--- config.mk ---
export PLATFORM = sky130hd
export DESIGN_NAME = sword_anim_ctrl
export DESIGN_NICKNAME = d
export VERILOG_FILES = /design/src/rtl/sword_anim_ctrl.sv
export SDC_FILE = /design/constraint.sdc
export NUM_CORES = 1
export LEC_CHECK = 0
export BUFFER_PORTS_ARGS = -buffer_cell sky130_fd_sc_hd__buf_2
export CELL_PAD_IN_SITES_DETAIL_PLACEMENT = 0
export CELL_PAD_IN_SITES_GLOBAL_PLACEMENT = 1
export CORE_MARGIN = 1
export CORE_UTILIZATION = 43
export CTS_CLUSTER_DIAMETER = 80
export DETAILED_ROUTE_END_ITERATION = 8
export PLACE_DENSITY_LB_ADDON = 0.05
export SLEW_MARGIN = 20
export SYNTH_ARGS = -nofsm -noshare
export SYNTH_HDL_FRONTEND = slang
export SYNTH_SLANG_ARGS = --single-unit
--- constraint.sdc ---
create_clock -name vga_clk -period 7.8 [get_ports vga_clk]
set_input_delay 0 -clock vga_clk [delete_from_list [all_inputs] [get_ports vga_clk]]
set_output_delay 0 -clock vga_clk [all_outputs]
set_load 0.1 [all_outputs]
--- src/rtl/sword_anim_ctrl.sv ---
// sword_anim_ctrl
// Sequences a sword attack through windup, swing, hold, recover and cooldown,
// timed in video frames. It also produces the address and pixel qualifier
// for a 32x32 sword sprite ROM that is placed next to the player sprite.
//
// state    | meaning
// ---------+----------------------------------------------
// IDLE     | no attack; waiting for an attack button edge
// WINDUP   | sword raised, not yet able to hit
// SWING    | sword moving, hit window open
// HOLD     | sword extended, hit window open
// RECOVER  | sword returning, hit window closed
// COOLDOWN | sword hidden, new attacks still refused
//
// Ports
//   vga_clk        sole clock
//   Reset          synchronous, active-high reset
//   frame_tick     one-cycle pulse per video frame
//   attack_req     attack button level
//   dir_in         facing direction (0 up, 1 down, 2 left, 3 right)
//   link_x/link_y  top-left corner of the player sprite
//   DrawX/DrawY    current pixel
//   busy           any state other than IDLE
//   sword_visible  WINDUP, SWING, HOLD, RECOVER
//   hit_window     SWING, HOLD
//   frame_sel      sword ROM/palette selector
//   dir_out        direction latched when the attack was accepted
//   rom_address    combinational sword ROM address
//   pixel_valid    in-box qualifier delayed to match the ROM read latency
module sword_anim_ctrl #(
    parameter int WINDUP_FRAMES   = 2,
    parameter int SWING_FRAMES    = 4,
    parameter int HOLD_FRAMES     = 6,
    parameter int RECOVER_FRAMES  = 2,
    parameter int COOLDOWN_FRAMES = 8
) (
    input  logic       vga_clk,
    input  logic       Reset,
    input  logic       frame_tick,
    input  logic       attack_req,
    input  logic [1:0] dir_in,
    input  logic [9:0] link_x,
    input  logic [9:0] link_y,
    input  logic [9:0] DrawX,
    input  logic [9:0] DrawY,
    output logic       busy,
    output logic       sword_visible,
    output logic       hit_window,
    output logic [1:0] frame_sel,
    output logic [1:0] dir_out,
    output logic [9:0] rom_address,
    output logic       pixel_valid
);

    typedef enum logic [2:0] {
        S_IDLE, S_WINDUP, S_SWING, S_HOLD, S_RECOVER, S_COOLDOWN
    } state_t;

    localparam logic [3:0] WINDUP_LAST   = 4'(WINDUP_FRAMES - 1);
    localparam logic [3:0] SWING_LAST    = 4'(SWING_FRAMES - 1);
    localparam logic [3:0] HOLD_LAST     = 4'(HOLD_FRAMES - 1);
    localparam logic [3:0] RECOVER_LAST  = 4'(RECOVER_FRAMES - 1);
    localparam logic [3:0] COOLDOWN_LAST = 4'(COOLDOWN_FRAMES - 1);

    state_t      state_q, state_d;
    logic [3:0]  cnt_q, cnt_d;
    logic [1:0]  dir_q, dir_d;
    logic        attack_prev_q, attack_prev_d;
    logic        pv_q, pv_d;

    logic        attack_edge;
    logic [3:0]  last_cnt;
    state_t      state_succ;

    always_ff @(posedge vga_clk) begin
        if (Reset) begin
            state_q       <= S_IDLE;
            cnt_q         <= 4'd0;
            dir_q         <= 2'd3;
            // Treat the button as already pressed so a hold through reset
            // cannot look like a fresh edge.
            attack_prev_q <= 1'b1;
            pv_q          <= 1'b0;
        end else begin
            state_q       <= state_d;
            cnt_q         <= cnt_d;
            dir_q         <= dir_d;
            attack_prev_q <= attack_prev_d;
            pv_q          <= pv_d;
        end
    end

    assign attack_edge = attack_req & ~attack_prev_q;

    always_comb begin
        last_cnt   = 4'd0;
        state_succ = S_IDLE;
        case (state_q)
            S_WINDUP:   begin last_cnt = WINDUP_LAST;   state_succ = S_SWING;    end
            S_SWING:    begin last_cnt = SWING_LAST;    state_succ = S_HOLD;     end
            S_HOLD:     begin last_cnt = HOLD_LAST;     state_succ = S_RECOVER;  end
            S_RECOVER:  begin last_cnt = RECOVER_LAST;  state_succ = S_COOLDOWN; end
            S_COOLDOWN: begin last_cnt = COOLDOWN_LAST; state_succ = S_IDLE;     end
            default:    begin last_cnt = 4'd0;          state_succ = S_IDLE;     end
        endcase
    end

    always_comb begin
        state_d       = state_q;
        cnt_d         = cnt_q;
        dir_d         = dir_q;
        attack_prev_d = attack_req;
        if (state_q == S_IDLE) begin
            // A frame tick arriving with the accepting edge is dropped here,
            // so WINDUP always gets its full frame count.
            cnt_d = 4'd0;
            if (attack_edge) begin
                state_d = S_WINDUP;
                dir_d   = dir_in;
            end
        end else if (frame_tick) begin
            if (cnt_q == last_cnt) begin
                cnt_d   = 4'd0;
                state_d = state_succ;
            end else begin
                cnt_d = cnt_q + 4'd1;
            end
        end
    end

    always_comb begin
        busy          = (state_q != S_IDLE);
        sword_visible = 1'b0;
        hit_window    = 1'b0;
        frame_sel     = 2'd0;
        case (state_q)
            S_WINDUP:  begin sword_visible = 1'b1; frame_sel = 2'd0; end
            S_SWING:   begin sword_visible = 1'b1; hit_window = 1'b1; frame_sel = 2'd1; end
            S_HOLD:    begin sword_visible = 1'b1; hit_window = 1'b1; frame_sel = 2'd2; end
            S_RECOVER: begin sword_visible = 1'b1; frame_sel = 2'd1; end
            default:   begin sword_visible = 1'b0; frame_sel = 2'd0; end
        endcase
    end

    // Sword box geometry, 11 bits wide so off-screen placement is visible.
    logic [10:0] lx, ly, bx, by, bx_end, by_end, px, py;
    logic        under, suppress, in_box;
    logic [4:0]  dx, dy;

    always_comb begin
        lx    = {1'b0, link_x};
        ly    = {1'b0, link_y};
        px    = {1'b0, DrawX};
        py    = {1'b0, DrawY};
        bx    = lx;
        by    = ly;
        under = 1'b0;
        case (dir_q)
            2'd0: begin by = ly - 11'd32; under = (ly < 11'd32); end
            2'd1: begin by = ly + 11'd32; end
            2'd2: begin bx = lx - 11'd32; under = (lx < 11'd32); end
            default: begin bx = lx + 11'd32; end
        endcase
        bx_end   = bx + 11'd32;
        by_end   = by + 11'd32;
        suppress = under | (bx_end > 11'd640) | (by_end > 11'd480);
        in_box   = sword_visible & ~suppress
                 & (px >= bx) & (px < bx_end)
                 & (py >= by) & (py < by_end);
        // Only the low five bits of the in-box offset are ever non-zero.
        dx          = DrawX[4:0] - bx[4:0];
        dy          = DrawY[4:0] - by[4:0];
        rom_address = in_box ? {dy, dx} : 10'd0;
        pv_d        = in_box;
    end

    assign dir_out     = dir_q;
    assign pixel_valid = pv_q;

endmodule

**Word-level counts from Yosys, hierarchy flattened**

Index checks and enable logic that the tools add are counted.

- Order comparisons: 8
- $add $sub $neg: 9
- Reduce and logical (&&, ||, !) cells: 13
- Muxes and demuxes: 14
- Bitwise operators: 10
- Eq/ne operators: 9

Operators by type and width:

| operator | number |
|---|---|
| $pmux 11 s2 | 2 |
| $pmux 3 s4 | 2 |
| $add 10x6->11 const B | 2 |
| $add 11x6->11 const B | 2 |
| $ge 10x11->1 | 2 |
| $lt 10x11->1 | 2 |
| $sub 10x6->11 const B | 2 |
| $lt 10x6->1 const B | 2 |
| $mux 3 | 4 |
| $gt 11x10->1 const B | 1 |
| $gt 11x9->1 const B | 1 |
| $mux 10 | 1 |
| $reduce_or 2->1 | 5 |
| $sub 5x5->5 | 2 |
| $and 1x1->1 | 6 |
| $eq 3x2->1 const B | 2 |
| $eq 3x3->1 const B | 2 |
| $add 4x1->4 const B | 1 |
| $eq 4x4->1 | 1 |
| $mux 4 | 1 |
| $pmux 2 s2 | 1 |
| $reduce_bool 2->1 | 2 |
| $reduce_or 4->1 | 1 |
| $eq 3x1->1 const B | 1 |
| other kinds (12) | 15 |

- Word-level logic and storage cells: 68
- Input port bits: 46
- Output and inout port bits: 18
- Bits in registers: 11

**Longest topological paths before layout**

Gate-level depths: netlist of run 1.

- Word-level depth: 14
- Depth in mapped cells: 17

**Worst setup path after synthesis of run 1**

OpenSTA, ideal clock, no wires.

- Kind: register -> output
- From: register dir_q[1] (netlist: dir_out[1])
- To: output rom_address[1]
- Arrival: 5.792 ns
- Cell stages (with the launch flop): 15
- Setup slack: 2.008 ns
- Cell sequence: dfxtp_1 buf_2 mux2i_1 inv_1 ha_1 or2_2 a211oi_1 nor2_1 ha_1 o21a_1 o21ai_0 a31o_2 nand3_1 clkbuf_1 nor3_1

- Cells in the longest elaborated chain, start to end: 14
- Elaborated cells on any way between the ends: 25

Ends and longest elaborated chain:

| element | RTL line | RTL |
|---|---|---|
| start: declaration | 67 | `logic [1:0] dir_q, dir_d;` |
| start signal: assignment | 87 | `dir_q <= dir_d;` |
| $eq 2x1->1 or $logic_not 2->1 (tied branches) | 158 | `case (dir_q)` |
| $reduce_or 2->1 (no line) | n/a |  |
| $pmux 11 s2 | 158 |  |
| $add 11x6->11 | 164 | `bx_end = bx + 11'd32;` |
| $gt 11x10->1 | 166 | `suppress = under \| (bx_end > 11'd640) \| (by_end > 11'd480);` |
| $or 1x1->1 (2 in a row) | 166 |  |
| $not 1->1 | 167 | `in_box = sword_visible & ~suppress` |
| $and 1x1->1 | 167 |  |
| $and 1x1->1 (2 in a row) | 168 | `& (px >= bx) & (px < bx_end)` |
| $and 1x1->1 (2 in a row) | 169 | `& (py >= by) & (py < by_end);` |
| $mux 10 * | 173 | `rom_address = in_box ? {dy, dx} : 10'd0;` |
| end: declaration | 51 | `output logic [9:0] rom_address,` |

Mark *: on every way between the ends. The rest lies on a longest branch, timed or not.

**Final worst setup path of run 1**

- From: register dir_q[1] (netlist: dir_out[1])
- To: output rom_address[8]

The elaborated chain is that of the path after synthesis.

==> results.ini, run 1 <==
[critical_path]
endpoint=rom_address[8]
worst_path_largest_cell_delay_ps=840
path_cells=mux2i_1 > inv_1 > ha_1 > or2_2 > a211oi_1 > nor2_1 > ha_1 > o21a_1 > o21ai_0 > a31o_2 > nand3_1 > nor4_2 > buf_2
slowest_stage=dfxtp_1
worst_setup_path_end_kind=primary output
cpMostUsedCell=ha_1
cp_num_buf_inv=2
crit_start=dir_out[1]
crit_required_ps=7800
path_depth=13
path_max_fanout=23
critical_path_class=flop to primary output
critPathTopFamily=simple AND/OR/NAND/NOR gates
r2r_end=pixel_valid
rr_worst_depth=12
reg2reg_slack_ps=3790
startpoint_type=flop
r2r-start=dir_out[1]
arrival_ps=4660

[synth]
yosysTopAreaCellShare_pct=19.07
async_flop_share_pct=0
synth_area_per_cell_um2=8.176
synth-seq-area-share_pct=8.831
syn-num-nets=391
synthTopCellsByCount=ha_1 (38), inv_1 (26), nor2_1 (16)
synth-seq-cells=11
synth-main-ff-cell=dfxtp_1
synth_top_area_cell=ha_1
synth_edf_count=0
synth.most_common_cell=ha_1
ys_types=66
synth_area_leaders=ha_1 (19%), dfxtp_1 (8.8%), nor4_2 (5.0%)
synth_warnings=0
netlist_instances=305
netlist_area_um2=2494

[global_routing]
grt_usage_pct=19.32
busiest_layer=met2
grtUsageMet1_pct=25.73
grt_pass1_vias=2205
gr-usage-met3_pct=1.512
grt_max_degree=24
use_met2_pct=33.86
antenna_found_initial=0
grt_pass1_wl_um=9742
grt.overflow.total=0

[sta]
hold_viol=0
max_freq_mhz=214.5
setup_tns_ps=0
worst_slew_pin_slew_ps=1097
fin_crit_ps=4662
rsz0062_at_grt=false
finClkSkew_ps=6.658
min_period_over_period_pct=59.76
timing.slew.headroom_pct=26.41
fin_ws_ps=3138
maxSlewViolCount=0
setup_viol=0

[power]
power_density_nw_per_um2=125.1
vdd_drop_max_mv=0.08022
power_leakage_nw=1.362

[run]
maxCapViolCount=0

[clocking]
tritoncts=done
path_clk_slew_ps=60
clockRootBuffer=clkbuf_8
cts_max_path_buffers=2
clock_sinks=11
post_cts_resized=0
cts_made_buffers=3
cts-htree-levels=1
clk_latency_ps=240

[route]
wirelength_um=5721
vias=2358
wl_per_cell_um=13.24
dr.pass1.iters=4
final_antenna_net_count=0
post_drt_via_cell_ratio=5.458
remaining_drc_errors=0
drt-initial-drc-count=87

[place]
dpl_worst_slack_ps=3420
gp_congestion=0.7505
hpwl_um=4728
io_buffers=63

[die]
coreArea_um2=5540
io_pins=64
die-width_um=78.15
die_area_um2=6107
rows=27
dieHeight_um=78.15
initial_core_util_pct=45.01

[final_layout]
area_growth_pct=16.21
nets=447
antenna-diode-count=0
fill_cells=574
final_layout_size_suffix_gt1_share_pct=26.94

[outcome]
status=finished, final reports clean

[min_path]
hold_class=input port to flop

[area by class of cell]
cell class              instances  area [µm²]  share of cell area, %
multi-input cells             252        2095                  72.28
repair buffers                 66       345.3                  11.92
flip-flops and latches         11       220.2                  7.599
inverters                      27       101.3                  3.497
well taps                      72       90.09                  3.109
clock buffers                   3       41.29                  1.425
clock inverters                 1       5.005                 0.1727
[routing by layer]
layer | share of wire [%] | up-vias
met4 | 0.59 | 0
li1 | - | 1229
met1 | 49 | 1090
met2 | 48 | 37
met5 | 0 | -
met3 | 2.7 | 2
[registers in the layout, summed over array words and instances, names as in the netlist, named ones only]
name and flops:
cnt_q 4, dir_out 2, state_q 2, attack_prev_q 1
pixel_valid 1
[power breakdown]
part / total [mW] / internal (mW) / switching, mW
clock network: 0.0591 / 0.0352 / 0.0239
registers: 0.0691 / 0.0596 / 0.00954
logic: 0.234 / 0.0840 / 0.150
[worst min-delay path by stage]
stage | from | to | slack [ps] | depth (start not counted)
finish | frame_tick | cnt_q[0] | 80 | 3
global route | Reset | flop | 100 | 2
CTS | frame_tick | cnt_q[0] | 80 | 3
detailed placement | dir_in[0] | dir_out[0] | 220 | 3
global placement | dir_in[0] | dir_out[0] | 220 | 3
floorplan | attack_req | attack_prev_q | 110 | 1
[metrics by stage]
| stage | std cells | hold slack, ps | power, mW | util [%] | cell area, µm² |
|---|---|---|---|---|---|
| finish | 432 | 80.83 | 0.3624 | 52.30 | 2898 |
| global route | 432 | 95.80 | 0.3949 | 52.30 | 2898 |
| CTS | 432 | 77.16 | 0.3665 | 52.30 | 2898 |
| detailed placement | 425 | 224.3 | 0.3033 | 50.93 | 2821 |
| global placement | 425 | 221.9 | 0.3041 | 50.93 | 2821 |
| floorplan | 305 | 106.6 | 0.2559 | - | 2494 |
[worst register-to-register path, stage by stage (launching register included)]
cell,delay (ps)
dfxtp_1,840
mux2i_1,490
inv_1,120
ha_1,280
or2_2,290
a211oi_1,310
nor2_1,80
ha_1,280
o21a_1,180
o21ai_0,140
a31o_2,130
nand3_1,420
nor4_2,370
[cell families after synthesis]
group	Yosys count	synth area share [%]
AND/OR/NAND/NOR	102	27.25
AO/OA/AOI/OAI	74	21.22
buffers and inverters	42	7.376
adder cells (fa/ha/maj)	40	20.67
XOR/XNOR	28	11.34
flip-flops	11	8.831
multiplexers	8	3.312
[cell usage in the layout, fill, tap and decap left out, drive strengths merged, types with 3 or more instances in the layout]
master | Yosys | layout
a211oi | 6 | 6
a21o | 8 | 8
a21oi | 15 | 15
a22oi | 3 | 3
buf | 10 | 63
clkbuf | 5 | 3
dfxtp | 11 | 11
dlygate4sd3 | 0 | 3
ha | 38 | 38
inv | 27 | 27
mux2i | 6 | 6
nand2 | 15 | 15
nand2b | 7 | 7
nand3 | 7 | 7
nand4 | 5 | 5
nor2 | 16 | 16
nor2b | 5 | 5
nor3 | 8 | 8
nor4 | 13 | 13
nor4b | 3 | 3
o211ai | 4 | 4
o21a | 6 | 6
o21ai | 14 | 14
o31ai | 3 | 3
or2 | 3 | 3
or3 | 4 | 4
xnor2 | 16 | 16
xor2 | 11 | 11
[what timing repair did]
item                      CTS  global route
setup buffers               0             0
hold buffers                3             0
hold endpoints to repair    3             0
(Power assumes the default switching activity.)
==> run 2: changes to the inputs <==
--- a/config.mk
+++ b/config.mk
@@ -5,11 +5,12 @@
 export SDC_FILE = /design/constraint.sdc
 export NUM_CORES = 1
 export LEC_CHECK = 0
+export ABC_AREA = 1
 export BUFFER_PORTS_ARGS = -buffer_cell sky130_fd_sc_hd__buf_2
 export CELL_PAD_IN_SITES_DETAIL_PLACEMENT = 0
 export CELL_PAD_IN_SITES_GLOBAL_PLACEMENT = 1
 export CORE_MARGIN = 1
-export CORE_UTILIZATION = 43
+export CORE_UTILIZATION = 33
 export CTS_CLUSTER_DIAMETER = 80
 export DETAILED_ROUTE_END_ITERATION = 8
 export PLACE_DENSITY_LB_ADDON = 0.05
==> constraint.sdc (replaced) <==
create_clock -name vga_clk -period 4.1 [get_ports vga_clk]
set_input_delay 0 -clock vga_clk [delete_from_list [all_inputs] [get_ports vga_clk]]
set_output_delay 0 -clock vga_clk [all_outputs]
set_load 0.1 [all_outputs]
==> run 2 against run 1 <==
Effect of this change: non-clock buffer count did not move; die area is 23% higher; flip-flop and latch count stayed put; register-to-register slack worse by 2800 ps; critical path depth rose by 8; largest cell class unchanged; largest power group unchanged; highest routed layer unchanged.
==> results.ini, run 2 <==
[clocking]
clock_sinks=11  ; unchanged
cts-htree-levels=1  ; unchanged
tritoncts=done  ; unchanged
cts_max_path_buffers=2  ; unchanged
clk_latency_ps=240  ; about the same
clockRootBuffer=clkbuf_8  ; unchanged
path_clk_slew_ps=50  ; was 60 ps
cts_made_buffers=3  ; unchanged

[final_layout]
layout_common_cells=nand2_1 (113), inv_1 (70), buf_2 (63)  ; was buf_2 (63), ha_1 (38), inv_1 (26)
antenna-diode-count=0  ; unchanged
layout_commonest_cell=nand2_1  ; was buf_2
largest_register_ffs=4  ; unchanged
largest_register=cnt_q  ; unchanged
area_growth_pct=20.55  ; was 16.21%
nets=557  ; was 447
fill_cells=787  ; was 574
multiInputGateArea_um2=1861  ; was 2095 µm²
regArea_um2=221.5  ; was 220.2 µm²
final_layout_size_suffix_gt1_share_pct=20.64  ; was 26.94%

[critical_path]
slowest_stage=dfxtp_1  ; unchanged
startpoint_type=flop  ; unchanged
cp_num_buf_inv=3  ; was 2
arrival_ps=3670  ; was 4660 ps
path_cells=inv_2 > nand2_2 > nand2_2 > a21oi_4 > ha_1 > nand2_1 > nor2_1 > nand2_1 > nand2_1 > inv_1 > ha_1 > nor2_1 > nand2_1 > nor2_1 > nand2_1 > nor2_1 > nand4_1 > nor2_1 > nand3_2 > nor2_2 > buf_2  ; was mux2i_1 > inv_1 > ha_1 > or2_2 > a211oi_1 > nor2_1 > ha_1 > o21a_1 > o21ai_0 > a31o_2 > nand3_1 > nor4_2 > buf_2
critPathTopFamily=simple AND/OR/NAND/NOR gates  ; unchanged
critical_path_class=flop to primary output  ; unchanged
worst_setup_path_end_kind=primary output  ; unchanged
crit_required_ps=4100  ; was 7800 ps
worst_path_largest_cell_delay_ps=510  ; was 840 ps
path_max_fanout=11  ; was 23

[power]
power_density_nw_per_um2=193.1  ; was 125.1 nW/µm²
power_leakage_nw=1.699  ; was 1.362 nW
vdd_drop_max_mv=0.07193  ; was 0.08022 mV
total_power_mw=0.5528  ; was 0.3624 mW

[synth]
synth-seq-area-share_pct=9.273  ; was 8.831%
ys_types=32  ; was 66
synth-seq-cells=11  ; unchanged
synth.most_common_cell=nand2_1  ; was ha_1
async_flop_share_pct=0  ; unchanged
synth_edf_count=0  ; unchanged
synth_top_area_cell=ha_1  ; unchanged
yosysTopAreaCellShare_pct=20.02  ; was 19.07%
netlist_instances=403  ; was 305
synth_warnings=0  ; unchanged
syn-num-nets=489  ; was 391
synth-main-ff-cell=dfxtp_1  ; unchanged
synth_area_leaders=ha_1 (20%), nand2_1 (18%), inv_1 (11%)  ; was ha_1 (19%), dfxtp_1 (8.8%), nor4_2 (5.0%)
synthTopCellsByCount=nand2_1 (113), inv_1 (70), nor2_1 (42)  ; was ha_1 (38), inv_1 (26), nor2_1 (16)
netlist_area_um2=2375  ; was 2494 µm²
synth_area_per_cell_um2=5.893  ; was 8.176 µm²

[sta]
min_period_over_period_pct=89.47
finClkSkew_ps=1.337  ; was 6.658 ps
max_freq_mhz=272.6
maxSlewViolCount=0  ; unchanged
fin_crit_ps=3668
setup_viol=0  ; unchanged
rsz0062_at_grt=false  ; unchanged
hold_viol=0  ; unchanged
setup_tns_ps=0  ; unchanged
worst_slew_pin_slew_ps=494.2  ; was 1097 ps
timing.slew.headroom_pct=67.28  ; was 26.41%

[die]
dieHeight_um=86.83  ; was 78.15 µm
initial_core_util_pct=34.57  ; was 45.01%
rows=30  ; was 27
die-width_um=86.83  ; was 78.15 µm
die_area_um2=7539  ; was 6107 µm²
io_pins=64  ; unchanged
coreArea_um2=6869  ; was 5540 µm²

[run]
maxCapViolCount=0  ; unchanged

[route]
wl_per_cell_um=10.51  ; was 13.24 µm
dr.pass1.iters=4  ; unchanged
post_drt_via_cell_ratio=4.473  ; was 5.458
remaining_drc_errors=0  ; unchanged
vias=2532  ; was 2358
wirelength_um=5946  ; was 5721 µm
drt-initial-drc-count=89  ; was 87
final_antenna_net_count=0  ; unchanged

[global_routing]
grt_usage_pct=16.20  ; was 19.32%
grt_max_degree=14  ; was 24
grt.overflow.total=0  ; unchanged
antenna_found_initial=0  ; unchanged
grt_pass1_wl_um=9998  ; was 9742 µm
grt_pass1_vias=2353  ; was 2205

[place]
hpwl_um=5210  ; was 4728 µm
io_buffers=63  ; unchanged
gp_congestion=0.8004  ; was 0.7505

[min_path]
hold_class=input port to flop  ; unchanged

[outcome]
status=finished, final reports clean  ; unchanged

## run 2: cell types whose count changed after synthesis, moves of 6 or more
cell	delta
a21o_1	-6
inv_1	+44
mux2i_1	-6
nand2_1	+99
nand2_2	+8
nand2b_1	-7
nand3_1	+28
nand4_1	+6
nor2_1	+26
nor2_2	+13
nor4_2	-10
xnor2_1	-9
## run 2: cells by family (layout without fill, tap and decap cells)
kind of cell	count (synthesis)	in the layout	synth area share [%]
AO/OA/AOI/OAI	29	29	7.324
XOR/XNOR	12	12	4.426
adder cells (fa/ha/maj)	40	40	21.71
buffers and inverters	75	142	12.38
flip-flops	11	11	9.273
AND/OR/NAND/NOR	236	236	44.89
## run 2: layout make-up
class	count	area share, %
multi-input combinational	317	64.99
clock buffer	4	1.573
inverter	72	9.441
tap	96	4.196
sequential	11	7.736
timing repair buffer	66	12.06
## run 2: repair_timing
| action | in CTS | in global routing |
|---|---|---|
| hold endpoints to repair | 3 | 0 |
| resized for setup | 0 | 1 |
| setup buffers | 0 | 0 |
| endpoints found under the setup margin | 0 | 10 |
| hold buffers | 3 | 0 |
## run 2: report_power, final
part           total, mW  internal [mW]  leakage, nW  switching, mW
clock              0.112         0.0685       0.0228         0.0434
combinational      0.324          0.117         1.59          0.207
sequential         0.117          0.110       0.0890        0.00638
## run 2: final timing paths
check                                 from             end  slack (ps)  cells after the start
worst min-delay path                 Reset            flop           5                      2
worst min register to register    cnt_q[0]        cnt_q[0]         500                      2
worst max register to register  dir_out[0]     pixel_valid        1010                     20
worst max-delay path            dir_out[0]  rom_address[5]         430                     21
## run 2: metrics by stage
stage                     util [%]  setup slack [ps]  instances  hold slack (ps)  cell area (µm²)
final                        41.68             431.9        566            4.844             2863
after global routing         41.68             10.68        566            37.60             2863
after CTS                    41.66             143.5        566            10.72             2861
after detailed placement     40.56             428.3        559            187.9             2786
after global placement       40.56             622.4        559            184.2             2786
after floorplan                  -             266.9        403            69.07             2375
## run 2: layer usage
metal | track usage (%) | part of all wire, % | up-vias
li1 | - | - | 1408
met1 | 21.66 | 51 | 1068
met2 | 28.27 | 44 | 54
met3 | 1.429 | 4.1 | 2
met4 | 3.182 | 0.61 | 0
met5 | 0 | 0 | -
